$ cat config.mk
export PLATFORM = sky130hd
export DESIGN_NAME = dds_nco_bank
export DESIGN_NICKNAME = d
export VERILOG_FILES = /design/src/rtl/dds_nco_bank.sv
export SDC_FILE = /design/constraint.sdc
export NUM_CORES = 2
export LEC_CHECK = 0
export CAP_MARGIN = 20
export CORE_AREA = 8 8 224 247
export DETAILED_ROUTE_END_ITERATION = 10
export DIE_AREA = 0 0 232 255
export DONT_BUFFER_PORTS = 1
export MAX_ROUTING_LAYER = met4
export PLACE_DENSITY = 0.77
export SETUP_SLACK_MARGIN = 0.1
export SLEW_MARGIN = 30
export SYNTH_ARGS = -nofsm -noshare
export SYNTH_HDL_FRONTEND = slang
export SYNTH_SLANG_ARGS = --single-unit
export TNS_END_PERCENT = 100
$ cat constraint.sdc
create_clock -name clk_in -period 6.1 [get_ports clk_in]
set_input_delay 1.83 -clock clk_in [delete_from_list [all_inputs] [get_ports clk_in]]
set_output_delay 1.83 -clock clk_in [all_outputs]
set_load 0.05 [all_outputs]
$ cat src/rtl/dds_nco_bank.sv
// Multi-channel DDS/NCO bank: per-channel shadowed FTW/phase offset with atomic commit,
// 3-stage acc -> addr -> sine LUT pipeline. Define DDS_AM_MIX_EN to add the ch0*ch1 AM stage.
module dds_nco_bank #(
  parameter int                 CH      = 3,
  parameter int                 PHASE_W = 32,
  parameter int                 LUT_AW  = 8,
  parameter int                 OUT_W   = 8,
  parameter logic [PHASE_W-1:0] DEF_FTW = 32'd42949673,
  localparam int                CH_W    = (CH > 1) ? $clog2(CH) : 1
) (
  input  logic                  clk_in,
  input  logic                  rst,
  input  logic                  en,
  input  logic                  cfg_valid,
  output logic                  cfg_ready,
  input  logic [1:0]            cfg_sel,
  input  logic [CH_W-1:0]       cfg_ch,
  input  logic [PHASE_W-1:0]    cfg_data,
  output logic [CH*OUT_W-1:0]   wave_out,
  output logic                  out_valid
`ifdef DDS_AM_MIX_EN
  ,
  output logic [OUT_W-1:0]      am_out,
  output logic                  am_valid
`endif
);

  localparam int        LUT_N      = 2 ** LUT_AW;
  localparam int        HALF       = 2 ** (OUT_W - 1);
  localparam logic [1:0] SEL_FTW    = 2'd0;
  localparam logic [1:0] SEL_OFF    = 2'd1;
  localparam logic [1:0] SEL_COMMIT = 2'd2;
  localparam real       PI         = 3.14159265358979323846;

  // Sine table built at elaboration: range-reduced Taylor series, rounded half away from zero.
  function automatic logic [LUT_N*OUT_W-1:0] build_lut();
    logic [LUT_N*OUT_W-1:0] t;
    real x, term, s, a;
    int  r;
    t = '0;
    for (int k = 0; k < LUT_N; k++) begin
      x = 2.0 * PI * real'(k) / real'(LUT_N);
      if (x > PI) x = x - 2.0 * PI;
      term = x;
      s    = x;
      for (int n = 1; n < 14; n++) begin
        term = -term * x * x / real'((2 * n) * (2 * n + 1));
        s    = s + term;
      end
      a = real'(HALF - 1) * s;
      r = (a >= 0.0) ? $rtoi(a + 0.5) : $rtoi(a - 0.5);
      t[k*OUT_W +: OUT_W] = OUT_W'(HALF + r);
    end
    return t;
  endfunction

  localparam logic [LUT_N*OUT_W-1:0] LUT_FLAT = build_lut();

  // Config handshake: a write is taken on any cycle with cfg_valid && cfg_ready; cfg_ready
  // is then low for exactly the following cycle, so the port accepts at most one write per two cycles.
  logic                 cfg_ready_q, cfg_ready_d;
  logic [PHASE_W-1:0]   ftw_sh_q  [CH];
  logic [PHASE_W-1:0]   ftw_sh_d  [CH];
  logic [PHASE_W-1:0]   off_sh_q  [CH];
  logic [PHASE_W-1:0]   off_sh_d  [CH];
  logic [PHASE_W-1:0]   ftw_act_q [CH];
  logic [PHASE_W-1:0]   ftw_act_d [CH];
  logic [PHASE_W-1:0]   off_act_q [CH];
  logic [PHASE_W-1:0]   off_act_d [CH];
  logic [PHASE_W-1:0]   acc_q     [CH];
  logic [PHASE_W-1:0]   acc_d     [CH];
  logic [PHASE_W-1:0]   phase     [CH];
  logic [LUT_AW-1:0]    addr_q    [CH];
  logic [LUT_AW-1:0]    addr_d    [CH];
  logic [OUT_W-1:0]     samp_q    [CH];
  logic [OUT_W-1:0]     samp_d    [CH];
  logic [OUT_W-1:0]     wave_q    [CH];
  logic [OUT_W-1:0]     wave_d    [CH];
  logic                 v1_q, v1_d, v2_q, v2_d, v3_q, v3_d;
  logic                 accept, do_commit, do_clear;

  always_comb begin
    accept      = cfg_valid && cfg_ready_q;
    do_commit   = accept && (cfg_sel == SEL_COMMIT);
    do_clear    = do_commit && cfg_data[0];
    cfg_ready_d = !accept;
    v1_d        = en;
    v2_d        = v1_q;
    v3_d        = v2_q;
    for (int k = 0; k < CH; k++) begin
      ftw_sh_d[k]  = ftw_sh_q[k];
      off_sh_d[k]  = off_sh_q[k];
      ftw_act_d[k] = ftw_act_q[k];
      off_act_d[k] = off_act_q[k];
      acc_d[k]     = acc_q[k];
      addr_d[k]    = addr_q[k];
      samp_d[k]    = samp_q[k];
      wave_d[k]    = wave_q[k];
      phase[k]     = acc_q[k] + off_act_q[k];

      // Channel numbers at or above CH match no k, so such writes fall through harmlessly.
      if (accept && (cfg_ch == CH_W'(k))) begin
        if (cfg_sel == SEL_FTW) ftw_sh_d[k] = cfg_data;
        if (cfg_sel == SEL_OFF) off_sh_d[k] = cfg_data;
      end
      if (do_commit) begin
        ftw_act_d[k] = ftw_sh_q[k];
        off_act_d[k] = off_sh_q[k];
      end
      // The commit edge still advances with the old FTW; a clear overrides it.
      if (do_clear)  acc_d[k] = '0;
      else if (en)   acc_d[k] = acc_q[k] + ftw_act_q[k];

      if (en)   addr_d[k] = LUT_AW'(phase[k] >> (PHASE_W - LUT_AW));
      if (v1_q) samp_d[k] = LUT_FLAT[addr_q[k]*OUT_W +: OUT_W];
      if (v2_q) wave_d[k] = samp_q[k];
    end
  end

  always_ff @(posedge clk_in or negedge rst) begin
    if (!rst) begin
      cfg_ready_q <= 1'b1;
      v1_q        <= 1'b0;
      v2_q        <= 1'b0;
      v3_q        <= 1'b0;
      for (int k = 0; k < CH; k++) begin
        ftw_sh_q[k]  <= DEF_FTW;
        off_sh_q[k]  <= '0;
        ftw_act_q[k] <= DEF_FTW;
        off_act_q[k] <= '0;
        acc_q[k]     <= '0;
        addr_q[k]    <= '0;
        samp_q[k]    <= '0;
        wave_q[k]    <= '0;
      end
    end else begin
      cfg_ready_q <= cfg_ready_d;
      v1_q        <= v1_d;
      v2_q        <= v2_d;
      v3_q        <= v3_d;
      for (int k = 0; k < CH; k++) begin
        ftw_sh_q[k]  <= ftw_sh_d[k];
        off_sh_q[k]  <= off_sh_d[k];
        ftw_act_q[k] <= ftw_act_d[k];
        off_act_q[k] <= off_act_d[k];
        acc_q[k]     <= acc_d[k];
        addr_q[k]    <= addr_d[k];
        samp_q[k]    <= samp_d[k];
        wave_q[k]    <= wave_d[k];
      end
    end
  end

  for (genvar g = 0; g < CH; g++) begin : g_pack
    assign wave_out[g*OUT_W +: OUT_W] = wave_q[g];
  end

  assign cfg_ready = cfg_ready_q;
  assign out_valid = v3_q;

`ifdef DDS_AM_MIX_EN
  localparam logic signed [OUT_W:0] HALF_S = HALF;

  logic [OUT_W-1:0]            am_q, am_d;
  logic                        am_v_q, am_v_d;
  logic signed [OUT_W:0]       ctr;
  logic signed [2*OUT_W+1:0]   prod;

  // ch0 re-centred to signed times unsigned ch1; the >>> OUT_W result always fits around mid-scale.
  always_comb begin
    am_v_d = v3_q;
    am_d   = am_q;
    ctr    = $signed({1'b0, wave_q[0]}) - HALF_S;
    prod   = ctr * $signed({1'b0, wave_q[1]});
    if (v3_q) am_d = OUT_W'(HALF) + OUT_W'(prod >>> OUT_W);
  end

  always_ff @(posedge clk_in or negedge rst) begin
    if (!rst) begin
      am_q   <= '0;
      am_v_q <= 1'b0;
    end else begin
      am_q   <= am_d;
      am_v_q <= am_v_d;
    end
  end

  assign am_out   = am_q;
  assign am_valid = am_v_q;
`endif

endmodule
**After elaboration in Yosys (flattened, before gate mapping)**

Cells that the tools add are included.

- Add/subtract/negate cells: 6
- Eq/ne operators: 4
- Shift-type cells: 3
- Mux-type cells: 6
- Reductions and logical operators: 16

Operators with widths:

| kind | number |
|---|---|
| $shiftx 2048x12->8 const A | 3 |
| $add 32x32->32 | 6 |
| $mux 32 | 6 |
| $reduce_and 2->1 | 6 |
| $logic_and 1x1->1 | 6 |
| $eq 2x1->1 const B | 2 |
| $eq 2x2->1 const B | 2 |
| $logic_not 2->1 | 2 |
| $reduce_bool 2->1 | 1 |
| $logic_not 1->1 | 1 |

- Register bits after elaboration: 556
- Bits of input ports: 40
- Output and inout port bits: 26
- Logic and storage cells: 63

**Depth between registers and ports, before layout**

- Depth in word-level cells: 4
- Mapped depth: 14

**Worst setup path before layout**

No wires, ideal clock.

- Kind: input -> register
- Start point: input port cfg_valid
- End point: register acc_q[23] in the netlist's numbering
- Setup time: 132 ps
- Arrival time: 3400 ps
- Data required time: 5968 ps
- Setup slack: 2568 ps
- Stages: 7
- Buffers on the path: 3
- Path through: nand2_1 nor3b_1 and2_0 clkbuf_1 clkbuf_1 buf_1 nor2_1

- Longest elaborated chain between the ends: 4

Ends and longest elaborated chain:

| element | RTL line | source |
|---|---|---|
| start: declaration | 14 | `input logic cfg_valid,` |
| $logic_and 1x1->1 (*) | 83 | `accept = cfg_valid && cfg_ready_q;` |
| $logic_and 1x1->1 (*) | 84 | `do_commit = accept && (cfg_sel == SEL_COMMIT);` |
| $logic_and 1x1->1 (*) | 85 | `do_clear = do_commit && cfg_data[0];` |
| $mux 32 or $reduce_bool 2->1 (tied branches) | n/a |  |
| end signal: indexed assignment | 146 | `acc_q[k] <= acc_d[k];` |
| end: declaration | 70 | `logic [PHASE_W-1:0] acc_q [CH];` |

Mark *: on every way between the ends. The rest lies on a longest branch, timed or not.
A chain may end at the register's enable or synchronous reset.

**Worst setup path in the final report**

- Start point: register ftw_act_q[32] in the netlist's numbering
- End point: register acc_q[62] in the netlist's numbering

- Longest elaborated chain between the ends: 3

Ends and longest elaborated chain:

| element | RTL line | source |
|---|---|---|
| start: declaration | 66 | `logic [PHASE_W-1:0] ftw_act_q [CH];` |
| start signal: indexed assignment | 144 | `ftw_act_q[k] <= ftw_act_d[k];` |
| $add 32x32->32 | 112 | `else if (en) acc_d[k] = acc_q[k] + ftw_act_q[k];` |
| $mux 32 | 112 |  |
| $mux 32 | 111 | `if (do_clear) acc_d[k] = '0;` |

Every way passes these cells. The select of a mux whose other input is x is not followed.

==> flow_metrics.tcl <==
set metrics [dict create \
    ys.flop_type "dfrtp_1" \
    fin_util_pct 68.48 \
    cts-resized-gates 0 \
    io_pins 66 \
    first_pass_iters 6 \
    dp_slack_ns 1.945 \
    hold_buffers 0 \
    synthTopCellsByArea "dfrtp_1 (36%), nand2_1 (9.0%), ha_1 (8.2%)" \
    startpoint_type "register" \
    cts_sinks 556 \
    synthesis.area_sq_um 32750 \
    syn_to_final_growth_pct 6.537 \
    die_area_sq_um 59160 \
    drv_slew 145 \
    cp-end-kind "register" \
    initialDrtViolationCount 2307 \
    fmax_mhz 263.4 \
    overflow 0 \
    cts_root_buffer "clkbuf_16" \
    final_common_cell "nand2_1" \
    n_antenna_cell 0 \
    synth_edf_count 0 \
    ant_nets 0 \
    syn_inst 3574 \
    max_stage_delay_ns 0.53 \
    cp_cell_sequence "ha_1, inv_1, fa_1, and2b_1, o21ai_1, a21boi_0, o2111ai_1, a21oi_1, a21oi_1, o31a_1, a31oi_2, or4b_1, o211ai_1" \
    place_area_sq_um 33050 \
    tns_ns 0 \
    total_power_mw 18.67 \
    drc 0 \
    synthesis.nets 3832 \
    crit_required_ns 6.62 \
    port-buffer-count 0 \
    design.core.area_sq_um 50940 \
    fin_crit_ns 3.796 \
    grt_pass1_vias 25720 \
    worst_path_most_repeated_cell "a21oi_1" \
    status "finished, violations left" \
    num_rows 87 \
    htree_levels 2 \
    yosys_warnings 0 \
    layoutNonFillerInstCount 4158 \
    vias 26120 \
    numPlacedInstances 4056 \
    synth.largest_area_cell "dfrtp_1" \
    rsz0062_at_grt "no" \
    cp_top_family "compound AO/OA/AOI/OAI gates" \
    die_h_microns 255 \
    finalWorstSetupSlack_ns 2.304 \
    antenna_found_initial 0 \
    cts_setup_buffers 0 \
    dpl.hpwl_microns 54190 \
    cp.arrival_ns 4.32 \
    tritoncts "yes" \
    clockBufferDepth 3 \
    clock-skew-final_ns 0.02476 \
    dieWidth_microns 232 \
    clk_latency_ns 0.62 \
    numCtsBuffers 55 \
    grtUsageTotal_pct 28.23 \
    worst_pin_slew_ns 1.644 \
    final_cell_mix "nand2_1 (781), dfrtp_1 (472), a21oi_1 (258), nor2_1 (250), mux2_2 (226)" \
    synth_top_cell_area_share_pct 36.45 \
    finalHoldViolCount 0 \
    synth_seq_cells 556 \
    drt_wl_total_microns 82240 \
    synthArstFlopShare_pct 100.0 \
    vias_per_cell 6.281 \
    crit_buf_inv 1 \
    p_leak_nw 16.69 \
    final_nets 3704 \
    grt_pass1_wl_microns 133600 \
    grt_start_max_net_pins 557 \
    cp_max_fo 4 \
    hp-class "reg2reg" \
    relSlewSlack_pct -9.590 \
    slowest_stage "dfstp_2" \
    power-per-cell-area_nw_per_um2 535.1 \
    path_clk_slew_ns 0.06 \
    synth_cell_type_count 82 \
    synth.avg_cell_area_sq_um 9.163 \
    setup_violations 0 \
    avgRoutedWirePerCell_microns 19.78 \
    fin_area_sq_um 34890 \
    min_period_over_period_pct 62.24 \
    gp_congestion 0.9259 \
    violations "slew limit" \
    drive_above_1_share_pct 12.95 \
    maxCapViolCount 0 \
    holdWs_ns 0.4437 \
    critPathKind "reg2reg" \
    initial_core_util_pct 64.28 \
    yosysSeqAreaShare_pct 42.79 \
    n_fill_cell 3992 \
    peakVddDrop_uv 326.7 \
]
## worst paths after layout
| check | endpoint | cells after the start | slack [ns] | startpoint |
|---|---|---|---|---|
| max in group asynchronous | ftw_act_q[31] | 0 | 3.86 | rst |
| worst max register to register | acc_q[62] | 13 | 2.30 | ftw_act_q[32] |
| min in group asynchronous | samp_q[20] | 0 | 0.96 | rst |
| worst min-delay path | ftw_act_q[76] | 2 | 0.44 | ftw_sh_q[76] |
| worst max-delay path | acc_q[62] | 13 | 2.30 | ftw_act_q[32] |
| worst min register to register | ftw_act_q[76] | 2 | 0.44 | ftw_sh_q[76] |
## per-layer routing
layer | wire, microns | vias to the layer above | GRT usage [%]
li1 | - | 12320 | -
met1 | 34150 | 12850 | 34.38
met2 | 40830 | 764 | 47.78
met3 | 4407 | 173 | 4.090
met4 | 2851 | 0 | 10.11
met5 | 0 | - | -
## power by group
| part | switching [mW] | internal, mW |
|---|---|---|
| combinational | 5.13 | 3.71 |
| sequential | 1.42 | 4.97 |
| clock | 1.45 | 1.99 |
## registers in the layout, indices dropped and copies added, names as in the netlist
name and flops:
out_valid 1, v2_q 1, v1_q 1, wave_out 24, ftw_act_q 96, addr_q 24, ftw_sh_q 96, off_sh_q 96
cfg_ready 1, off_act_q 96, acc_q 96, samp_q 24
## cells by family after synthesis
| logic type | after synthesis | synth area share [%] |
|---|---|---|
| simple gates | 1273 | 16.20 |
| compound gates | 854 | 16.51 |
| flops | 556 | 42.79 |
| mux | 298 | 10.20 |
| buf+inv | 270 | 3.095 |
| fa+ha+maj | 218 | 8.398 |
| xor+xnor | 105 | 2.808 |
## cells in the mapped netlist, types with 7 or more instances
cell type	instances
o22ai_1	20
mux2_2	226
a221oi_1	15
o311ai_0	11
o211ai_1	31
o21ai_1	7
nand3_1	50
nor2_1	251
a22oi_1	8
o21bai_1	21
a21boi_0	7
a211o_1	7
o31ai_1	16
o221ai_1	9
nor2b_1	35
a311oi_1	10
xor2_1	38
a31oi_1	41
nand4_1	11
xnor2_1	67
nand2b_1	32
a31o_2	9
nor3_1	48
clkbuf_1	172
a21o_1	75
and2_1	9
ha_1	215
nand2_1	781
a211oi_1	35
buf_1	34
dfstp_2	79
mux2i_1	66
o21ai_0	199
inv_1	62
a21oi_1	258
o21a_1	7
and3_1	19
dfrtp_1	477
## worst reg2reg max path, delay by kind of cell, from the launching register on
family | cells | cell delay [ns]
AOI/OAI and AO/OA | 8 | 1.82
buffers and inverters | 1 | 0.07
DFF | 1 | 0.53
adders and majority gates | 2 | 0.59
and+or+nand+nor | 2 | 0.69
## area by class of cell
cell class                      count  area [sq um]  share of cell area (%)
Clock buffer                       85          1569                   4.497
Clock inverter                     17         265.3                  0.7603
Inverter                           64         240.2                  0.6886
Multi-Input combinational cell   2748         17760                   50.89
Sequential cell                   556         14020                   40.19
Tap cell                          667         834.6                   2.392
Timing Repair Buffer               21         202.7                  0.5810
No activity file was read; power rests on OpenSTA's default activity.
